--- src/rtl/uart_reg_bridge_if.sv ---
// uart_reg_bridge_if
// Groups the three byte/word channels that the UART register bridge sits
// between:
//   - receive byte stream from uart_rx   (uart_rx_data_i / _vld_i / _rdy_o)
//   - transmit byte stream to uart_tx    (uart_tx_data_o / _vld_o / _rdy_i)
//   - local 32-bit register bus          (reg_addr_o, reg_wr_data_o,
//                                         reg_wr_en_o, reg_rd_en_o,
//                                         reg_rd_data_i)
// Signal suffixes are named from the bridge's point of view.
// The slave modport is taken by the bridge; the master modport is taken by
// whatever drives the bridge (UART pair plus register file, or a bench).
interface uart_reg_bridge_if;
  logic [7:0]  uart_rx_data_i;
  logic        uart_rx_data_vld_i;
  logic        uart_rx_data_rdy_o;
  logic [7:0]  uart_tx_data_o;
  logic        uart_tx_data_vld_o;
  logic        uart_tx_data_rdy_i;
  logic [7:0]  reg_addr_o;
  logic [31:0] reg_wr_data_o;
  logic        reg_wr_en_o;
  logic        reg_rd_en_o;
  logic [31:0] reg_rd_data_i;

  modport slave (
    input  uart_rx_data_i, uart_rx_data_vld_i,
    output uart_rx_data_rdy_o,
    output uart_tx_data_o, uart_tx_data_vld_o,
    input  uart_tx_data_rdy_i,
    output reg_addr_o, reg_wr_data_o, reg_wr_en_o, reg_rd_en_o,
    input  reg_rd_data_i
  );

  modport master (
    output uart_rx_data_i, uart_rx_data_vld_i,
    input  uart_rx_data_rdy_o,
    input  uart_tx_data_o, uart_tx_data_vld_o,
    output uart_tx_data_rdy_i,
    input  reg_addr_o, reg_wr_data_o, reg_wr_en_o, reg_rd_en_o,
    output reg_rd_data_i
  );
endinterface

--- src/rtl/uart_reg_bridge.sv ---
// uart_reg_bridge
// Device-side end of the host UART control protocol. Parses command frames
// from the receive byte stream, performs 32-bit register reads/writes on the
// local register bus and streams the response frame back out.
//   Requests : 'W' addr d3 d2 d1 d0   |   'R' addr
//   Responses: 'K'                    |   'D' d3 d2 d1 d0   |   'E' (bad cmd)
// Ports:
//   clk_i      - system clock
//   rst_n_i    - asynchronous active-low reset
//   bus        - slave side of uart_reg_bridge_if (rx bytes, tx bytes,
//                register bus)
//   cmd_err_o  - one-cycle pulse on an unknown command byte or a frame timeout
// Parameter:
//   TIMEOUT_CYCLES - idle cycles tolerated between bytes of a partial frame
module uart_reg_bridge #(
  parameter logic [31:0] TIMEOUT_CYCLES = 32'd1_000_000
) (
  input  logic            clk_i,
  input  logic            rst_n_i,
  uart_reg_bridge_if.slave bus,
  output logic            cmd_err_o
);

  localparam logic [7:0] CMD_WRITE = 8'h57;
  localparam logic [7:0] CMD_READ  = 8'h52;
  localparam logic [7:0] RSP_OK    = 8'h4B;
  localparam logic [7:0] RSP_DATA  = 8'h44;
  localparam logic [7:0] RSP_ERR   = 8'h45;

  typedef enum logic [2:0] {
    S_IDLE,
    S_ADDR,
    S_DATA,
    S_WR,
    S_RD,
    S_RDW,
    S_RESP
  } state_t;

  state_t      state;
  state_t      state_nxt;
  logic        err_nxt;
  logic        started;
  logic        is_write;
  logic [7:0]  addr_q;
  logic [23:0] data_sr;
  logic [1:0]  data_cnt;
  logic [39:0] resp_sr;
  logic [2:0]  resp_cnt;
  logic [31:0] gap_cnt;
  logic        rx_rdy;
  logic        tx_vld;
  logic        rx_acc;
  logic        tx_acc;
  logic        in_frame;
  logic        timeout;

  // Receive is only open while collecting a frame. "started" keeps ready low
  // while reset is held and raises it on the first clock after release.
  assign rx_rdy   = started && (state == S_IDLE || state == S_ADDR || state == S_DATA);
  assign tx_vld   = (state == S_RESP);
  assign rx_acc   = bus.uart_rx_data_vld_i && rx_rdy;
  assign tx_acc   = tx_vld && bus.uart_tx_data_rdy_i;
  assign in_frame = (state == S_ADDR) || (state == S_DATA);

  // An accepted byte always beats the timeout in the same cycle.
  assign timeout  = in_frame && !rx_acc && (gap_cnt >= TIMEOUT_CYCLES - 32'd1);

  assign bus.uart_rx_data_rdy_o = rx_rdy;
  assign bus.uart_tx_data_vld_o = tx_vld;
  assign bus.uart_tx_data_o     = resp_sr[39:32];
  assign bus.reg_wr_en_o        = (state == S_WR);
  assign bus.reg_rd_en_o        = (state == S_RD);

  // State register.
  always_ff @(posedge clk_i or negedge rst_n_i) begin
    if (!rst_n_i) begin
      state <= S_IDLE;
    end else begin
      state <= state_nxt;
    end
  end

  // Next-state decode and error pulse request.
  always_comb begin
    state_nxt = state;
    err_nxt   = 1'b0;
    case (state)
      S_IDLE: begin
        if (rx_acc) begin
          if (bus.uart_rx_data_i == CMD_WRITE || bus.uart_rx_data_i == CMD_READ) begin
            state_nxt = S_ADDR;
          end else begin
            state_nxt = S_RESP;
            err_nxt   = 1'b1;
          end
        end
      end
      S_ADDR: begin
        if (rx_acc) begin
          state_nxt = is_write ? S_DATA : S_RD;
        end else if (timeout) begin
          state_nxt = S_IDLE;
          err_nxt   = 1'b1;
        end
      end
      S_DATA: begin
        if (rx_acc) begin
          if (data_cnt == 2'd3) begin
            state_nxt = S_WR;
          end
        end else if (timeout) begin
          state_nxt = S_IDLE;
          err_nxt   = 1'b1;
        end
      end
      S_WR:   state_nxt = S_RESP;
      S_RD:   state_nxt = S_RDW;
      S_RDW:  state_nxt = S_RESP;
      S_RESP: begin
        if (tx_acc && resp_cnt == 3'd1) begin
          state_nxt = S_IDLE;
        end
      end
      default: state_nxt = S_IDLE;
    endcase
  end

  // Frame capture, register bus outputs, response shifter and gap counter.
  // The bus address/data are loaded only when a complete request is in hand,
  // so an abandoned frame never disturbs what the register bus last saw.
  always_ff @(posedge clk_i or negedge rst_n_i) begin
    if (!rst_n_i) begin
      started           <= 1'b0;
      cmd_err_o         <= 1'b0;
      is_write          <= 1'b0;
      addr_q            <= 8'h00;
      data_sr           <= 24'h0;
      data_cnt          <= 2'd0;
      resp_sr           <= 40'h0;
      resp_cnt          <= 3'd0;
      gap_cnt           <= 32'd0;
      bus.reg_addr_o    <= 8'h00;
      bus.reg_wr_data_o <= 32'h0;
    end else begin
      started   <= 1'b1;
      cmd_err_o <= err_nxt;

      if (in_frame && !rx_acc && !timeout) begin
        gap_cnt <= gap_cnt + 32'd1;
      end else begin
        gap_cnt <= 32'd0;
      end

      case (state)
        S_IDLE: begin
          if (rx_acc) begin
            is_write <= (bus.uart_rx_data_i == CMD_WRITE);
            data_cnt <= 2'd0;
            if (err_nxt) begin
              resp_sr  <= {RSP_ERR, 32'h0};
              resp_cnt <= 3'd1;
            end
          end
        end
        S_ADDR: begin
          if (rx_acc) begin
            addr_q <= bus.uart_rx_data_i;
            if (!is_write) begin
              bus.reg_addr_o <= bus.uart_rx_data_i;
            end
          end
        end
        S_DATA: begin
          if (rx_acc) begin
            data_sr  <= {data_sr[15:0], bus.uart_rx_data_i};
            data_cnt <= data_cnt + 2'd1;
            if (data_cnt == 2'd3) begin
              bus.reg_addr_o    <= addr_q;
              bus.reg_wr_data_o <= {data_sr, bus.uart_rx_data_i};
            end
          end
        end
        S_WR: begin
          resp_sr  <= {RSP_OK, 32'h0};
          resp_cnt <= 3'd1;
        end
        S_RDW: begin
          resp_sr  <= {RSP_DATA, bus.reg_rd_data_i};
          resp_cnt <= 3'd5;
        end
        S_RESP: begin
          if (tx_acc) begin
            resp_sr  <= {resp_sr[31:0], 8'h00};
            resp_cnt <= resp_cnt - 3'd1;
          end
        end
        default: ;
      endcase
    end
  end

endmodule

--- src/flat_wrapper.sv ---
// flat-port wrapper written by rule: the top's interface ports become plain ports
module uart_reg_bridge_flat 
#(
  parameter logic [31:0] TIMEOUT_CYCLES = 32'd1_000_000
)
  (clk_i, rst_n_i, cmd_err_o, bus_uart_rx_data_i, bus_uart_rx_data_vld_i, bus_uart_rx_data_rdy_o, bus_uart_tx_data_o, bus_uart_tx_data_vld_o, bus_uart_tx_data_rdy_i, bus_reg_addr_o, bus_reg_wr_data_o, bus_reg_wr_en_o, bus_reg_rd_en_o, bus_reg_rd_data_i);
  uart_reg_bridge_if bus_i ();
  input  logic clk_i;
  input  logic rst_n_i;
  output logic cmd_err_o;
  input wire logic [$bits(bus_i.uart_rx_data_i)-1:0] bus_uart_rx_data_i;
  input wire logic [$bits(bus_i.uart_rx_data_vld_i)-1:0] bus_uart_rx_data_vld_i;
  output wire logic [$bits(bus_i.uart_rx_data_rdy_o)-1:0] bus_uart_rx_data_rdy_o;
  output wire logic [$bits(bus_i.uart_tx_data_o)-1:0] bus_uart_tx_data_o;
  output wire logic [$bits(bus_i.uart_tx_data_vld_o)-1:0] bus_uart_tx_data_vld_o;
  input wire logic [$bits(bus_i.uart_tx_data_rdy_i)-1:0] bus_uart_tx_data_rdy_i;
  output wire logic [$bits(bus_i.reg_addr_o)-1:0] bus_reg_addr_o;
  output wire logic [$bits(bus_i.reg_wr_data_o)-1:0] bus_reg_wr_data_o;
  output wire logic [$bits(bus_i.reg_wr_en_o)-1:0] bus_reg_wr_en_o;
  output wire logic [$bits(bus_i.reg_rd_en_o)-1:0] bus_reg_rd_en_o;
  input wire logic [$bits(bus_i.reg_rd_data_i)-1:0] bus_reg_rd_data_i;
  assign bus_i.uart_rx_data_i = bus_uart_rx_data_i;
  assign bus_i.uart_rx_data_vld_i = bus_uart_rx_data_vld_i;
  assign bus_uart_rx_data_rdy_o = bus_i.uart_rx_data_rdy_o;
  assign bus_uart_tx_data_o = bus_i.uart_tx_data_o;
  assign bus_uart_tx_data_vld_o = bus_i.uart_tx_data_vld_o;
  assign bus_i.uart_tx_data_rdy_i = bus_uart_tx_data_rdy_i;
  assign bus_reg_addr_o = bus_i.reg_addr_o;
  assign bus_reg_wr_data_o = bus_i.reg_wr_data_o;
  assign bus_reg_wr_en_o = bus_i.reg_wr_en_o;
  assign bus_reg_rd_en_o = bus_i.reg_rd_en_o;
  assign bus_i.reg_rd_data_i = bus_reg_rd_data_i;
  uart_reg_bridge #(.TIMEOUT_CYCLES(TIMEOUT_CYCLES)) u_core (.clk_i(clk_i), .rst_n_i(rst_n_i), .bus(bus_i), .cmd_err_o(cmd_err_o));
endmodule
--- config.mk ---
export PLATFORM = sky130hd
export DESIGN_NAME = uart_reg_bridge_flat
export DESIGN_NICKNAME = d
export VERILOG_FILES = /design/src/rtl/uart_reg_bridge_if.sv /design/src/rtl/uart_reg_bridge.sv /design/src/flat_wrapper.sv
export SDC_FILE = /design/constraint.sdc
export NUM_CORES = 1
export LEC_CHECK = 0
export ABC_AREA = 1
export CAP_MARGIN = 30
export CORE_MARGIN = 2
export CORE_UTILIZATION = 30
export DETAILED_ROUTE_END_ITERATION = 7
export HOLD_SLACK_MARGIN = 0.05
export PLACE_DENSITY_LB_ADDON = 0.1
export SYNTH_ARGS = -nofsm -noshare
export SYNTH_HDL_FRONTEND = slang
export SYNTH_SLANG_ARGS = --single-unit
--- constraint.sdc ---
create_clock -name clk_i -period 4.05 [get_ports clk_i]
set_input_delay 0.81 -clock clk_i [delete_from_list [all_inputs] [get_ports clk_i]]
set_output_delay 0.81 -clock clk_i [all_outputs]
set_load 0.1 [all_outputs]
==> results.sh <==
export IMPL_status="finished clean"
export IMPL_finalCriticalPeriod_ns=2.759
export IMPL_p_leak_nw=4.066
export IMPL_critPathRequiredTime_ns=3.24
export IMPL_worstMarginPinSlew_ns=0.9981
export IMPL_antenna_found_initial=0
export IMPL_critPathBufInv=1
export IMPL_drv_slew=0
export IMPL_worst_path_largest_cell_delay_ns=1.15
export IMPL_fill_cells=2239
export IMPL_die_w_um=153.9
export IMPL_cts_resized=0
export IMPL_dp_hpwl_mm=10.79
export IMPL_grt_max_degree=69
export IMPL_worstPathCellList="clkdlybuf4s50_1"
export IMPL_p_per_area_nw_per_um2=822.1
export IMPL_cp_start_kind="register"
export IMPL_skew_ns=0.01416
export IMPL_dr_pass1_iters=4
export IMPL_finalHoldViolations=0
export IMPL_finalCritPeriodShare=0.6813
export IMPL_post_cts_setup_buffers=0
export IMPL_crit_type="register to output port"
export IMPL_worstHoldPathType="primary input to async pin"
export IMPL_hold_slack_ns=0.2994
export IMPL_vias=5193
export IMPL_drc=0
export IMPL_rsz0062_at_grt="false"
export IMPL_setup_tns_ns=0
export IMPL_postRouteAntennaNets=0
export IMPL_place_gp_congestion=0.8002
export IMPL_clock_sinks=155
export IMPL_initial_utilization=0.3069
export IMPL_drtIter0Drc=287
export IMPL_hold_buffers=0
export IMPL_ys_seq_area_frac=0.5756
export IMPL_clock_latency_ns=0.42
export IMPL_grt_pass1_wl_mm=27.07
export IMPL_die_area_sq_um=23680
export IMPL_core_sq_um=21960
export IMPL_synth_edf_count=0
export IMPL_fmax_mhz=362.4
export IMPL_totalWireLength_mm=15.97
export IMPL_cts_buffers_inserted=17
export IMPL_slew_headroom=0.3325
export IMPL_crit_fanout=1
export IMPL_netlist_instances=767
export IMPL_synthArstFlopShare=1.000
export IMPL_overflow=0
export IMPL_synthToLayoutAreaGrowth_pct=27.92
export IMPL_crit_path_end_kind="output port"
export IMPL_synthFlopType="dfrtp_1"
export IMPL_cts_tree="built"
export IMPL_ys_types=36
export IMPL_avgSynthCellArea_sq_um=8.786
export IMPL_wl_per_cell_um=13.83
export IMPL_diodes=0
export IMPL_avgViaCountPerCell=4.496
export IMPL_drv_cap=0
export IMPL_root_buffer="clkbuf_16"
export IMPL_cts_path_max_buffers=2
export IMPL_clk_pin_slew_ns=0.06
export IMPL_ys_ff_latch=155
export IMPL_ios=97
export IMPL_htreeDepth=4
export IMPL_drive_gt1_frac=0.06743
export IMPL_rows=54
export IMPL_setup_viol_count_final=0
export IMPL_die_h_um=153.9
export IMPL_nets=911
export IMPL_yosys_warnings=0
export IMPL_crit_family="buffers and inverters"
export IMPL_numPortBuffers=96
export IMPL_vdd_drop_max_mv=0.3264
export IMPL_grtUsageTotal=0.1429
export IMPL_grt_pass1_vias=5359
export IMPL_cp_arrival_ns=1.95
export IMPL_crit_slowest_cell="clkdlybuf4s50_1"
export IMPL_synth_area_sq_um=6739
## logic make-up after synthesis
group,share of synthesized area
other,0.001114
adder cells (fa/ha/maj),0.007427
AND/OR/NAND/NOR,0.2234
XOR/XNOR,0.01040
flip-flops,0.5756
buffers and inverters,0.07130
multiplexers,0.003156
AO/OA/AOI/OAI,0.1077
## layout make-up
cell class	instances	area (sq um)	area share
clock buffers	19	432.9	0.05022
well taps	280	350.3	0.04064
repair buffers	106	1087	0.1261
multi-input cells	509	2429	0.2817
flip-flops and latches	155	3879	0.4499
inverters	74	277.8	0.03222
clock inverters	12	165.2	0.01916
## path summary, 6_finish.rpt
check                                   from                           end  slack [ns]  depth (start not counted)
max                         u_core.cmd_err_o                     cmd_err_o        1.29                          1
max reg2reg                  u_core.state[1]      u_core.bus.reg_addr_o[0]        1.42                         10
max in group asynchronous            rst_n_i            u_core.resp_sr[15]        3.07                          2
min reg2reg                u_core.gap_cnt[0]             u_core.gap_cnt[0]        0.47                          1
min                                  rst_n_i  u_core.bus.reg_wr_data_o[28]        0.30                          1
min in group clk_i         u_core.gap_cnt[0]             u_core.gap_cnt[0]        0.47                          1
## metal layers
metal  routed length [um]  global-route usage
met5                    0                   0
met4                  126             0.04317
met3                  524             0.03467
met2                 7498              0.2239
met1                 7824              0.1969
## power breakdown
group,switching [mW],internal (mW),total (mW),leakage [nW]
sequential,0.279,2.03,2.31,2.03
clock,0.650,0.976,1.63,0.286
combinational,2.38,0.772,3.15,1.75
total,3.31,3.78,7.09,4.07
## synth_stat cells, drive strengths merged (3+ instances only)
cell type | instances | area (sq um)
a21oi | 7 | 35.03
a22o | 24 | 210.2
a31oi | 11 | 68.82
buf | 24 | 142.6
clkbuf | 16 | 60.06
dfrtp | 155 | 3879
ha | 4 | 50.05
inv | 72 | 270.3
nand2 | 225 | 849.6
nand3 | 48 | 245.2
nand4 | 4 | 25.02
nor2 | 69 | 271.5
nor3 | 9 | 45.04
nor4 | 3 | 33.78
o21ai | 72 | 371.6
xor2 | 7 | 61.31
## sequential cells by signal (all words and copies together) (netlist names), 2 cells and up
register	count
u_core.gap_cnt	32
u_core.resp_sr	40
u_core.bus.reg_addr_o	8
u_core.bus.reg_wr_data_o	32
u_core.state	3
u_core.resp_cnt	3
u_core.addr_q	8
u_core.data_cnt	2
u_core.data_sr	24
## cell usage in the layout (no fill, tap or decap), types with 3 or more instances in the layout
| cell type | n |
|---|---|
| a22o_1 | 24 |
| o21ai_0 | 71 |
| bufinv_16 | 3 |
| nand2_1 | 223 |
| a21oi_1 | 7 |
| xor2_1 | 7 |
| nand3_1 | 47 |
| clkinv_4 | 3 |
| ha_1 | 4 |
| inv_1 | 71 |
| nor3_1 | 9 |
| clkdlybuf4s50_1 | 91 |
| dfrtp_1 | 155 |
| buf_4 | 10 |
| clkbuf_16 | 17 |
| conb_1 | 13 |
| a31oi_1 | 11 |
| nand4_1 | 4 |
| nor2_1 | 65 |
## through the flow
step	util	instances	cell area, sq um	setup slack [ns]	power [mW]
2_1_floorplan	-	778	6780	0.6627	4.693
3_3_place_gp	0.3622	1121	7953	0.8850	5.439
3_5_place_dp	0.3654	1124	8023	0.8792	5.518
4_1_cts	0.3926	1155	8621	1.257	7.184
5_1_grt	0.3926	1155	8621	1.072	7.543
6_report	0.3926	1155	8621	1.291	7.087
Power figures use the tool's default switching activity.
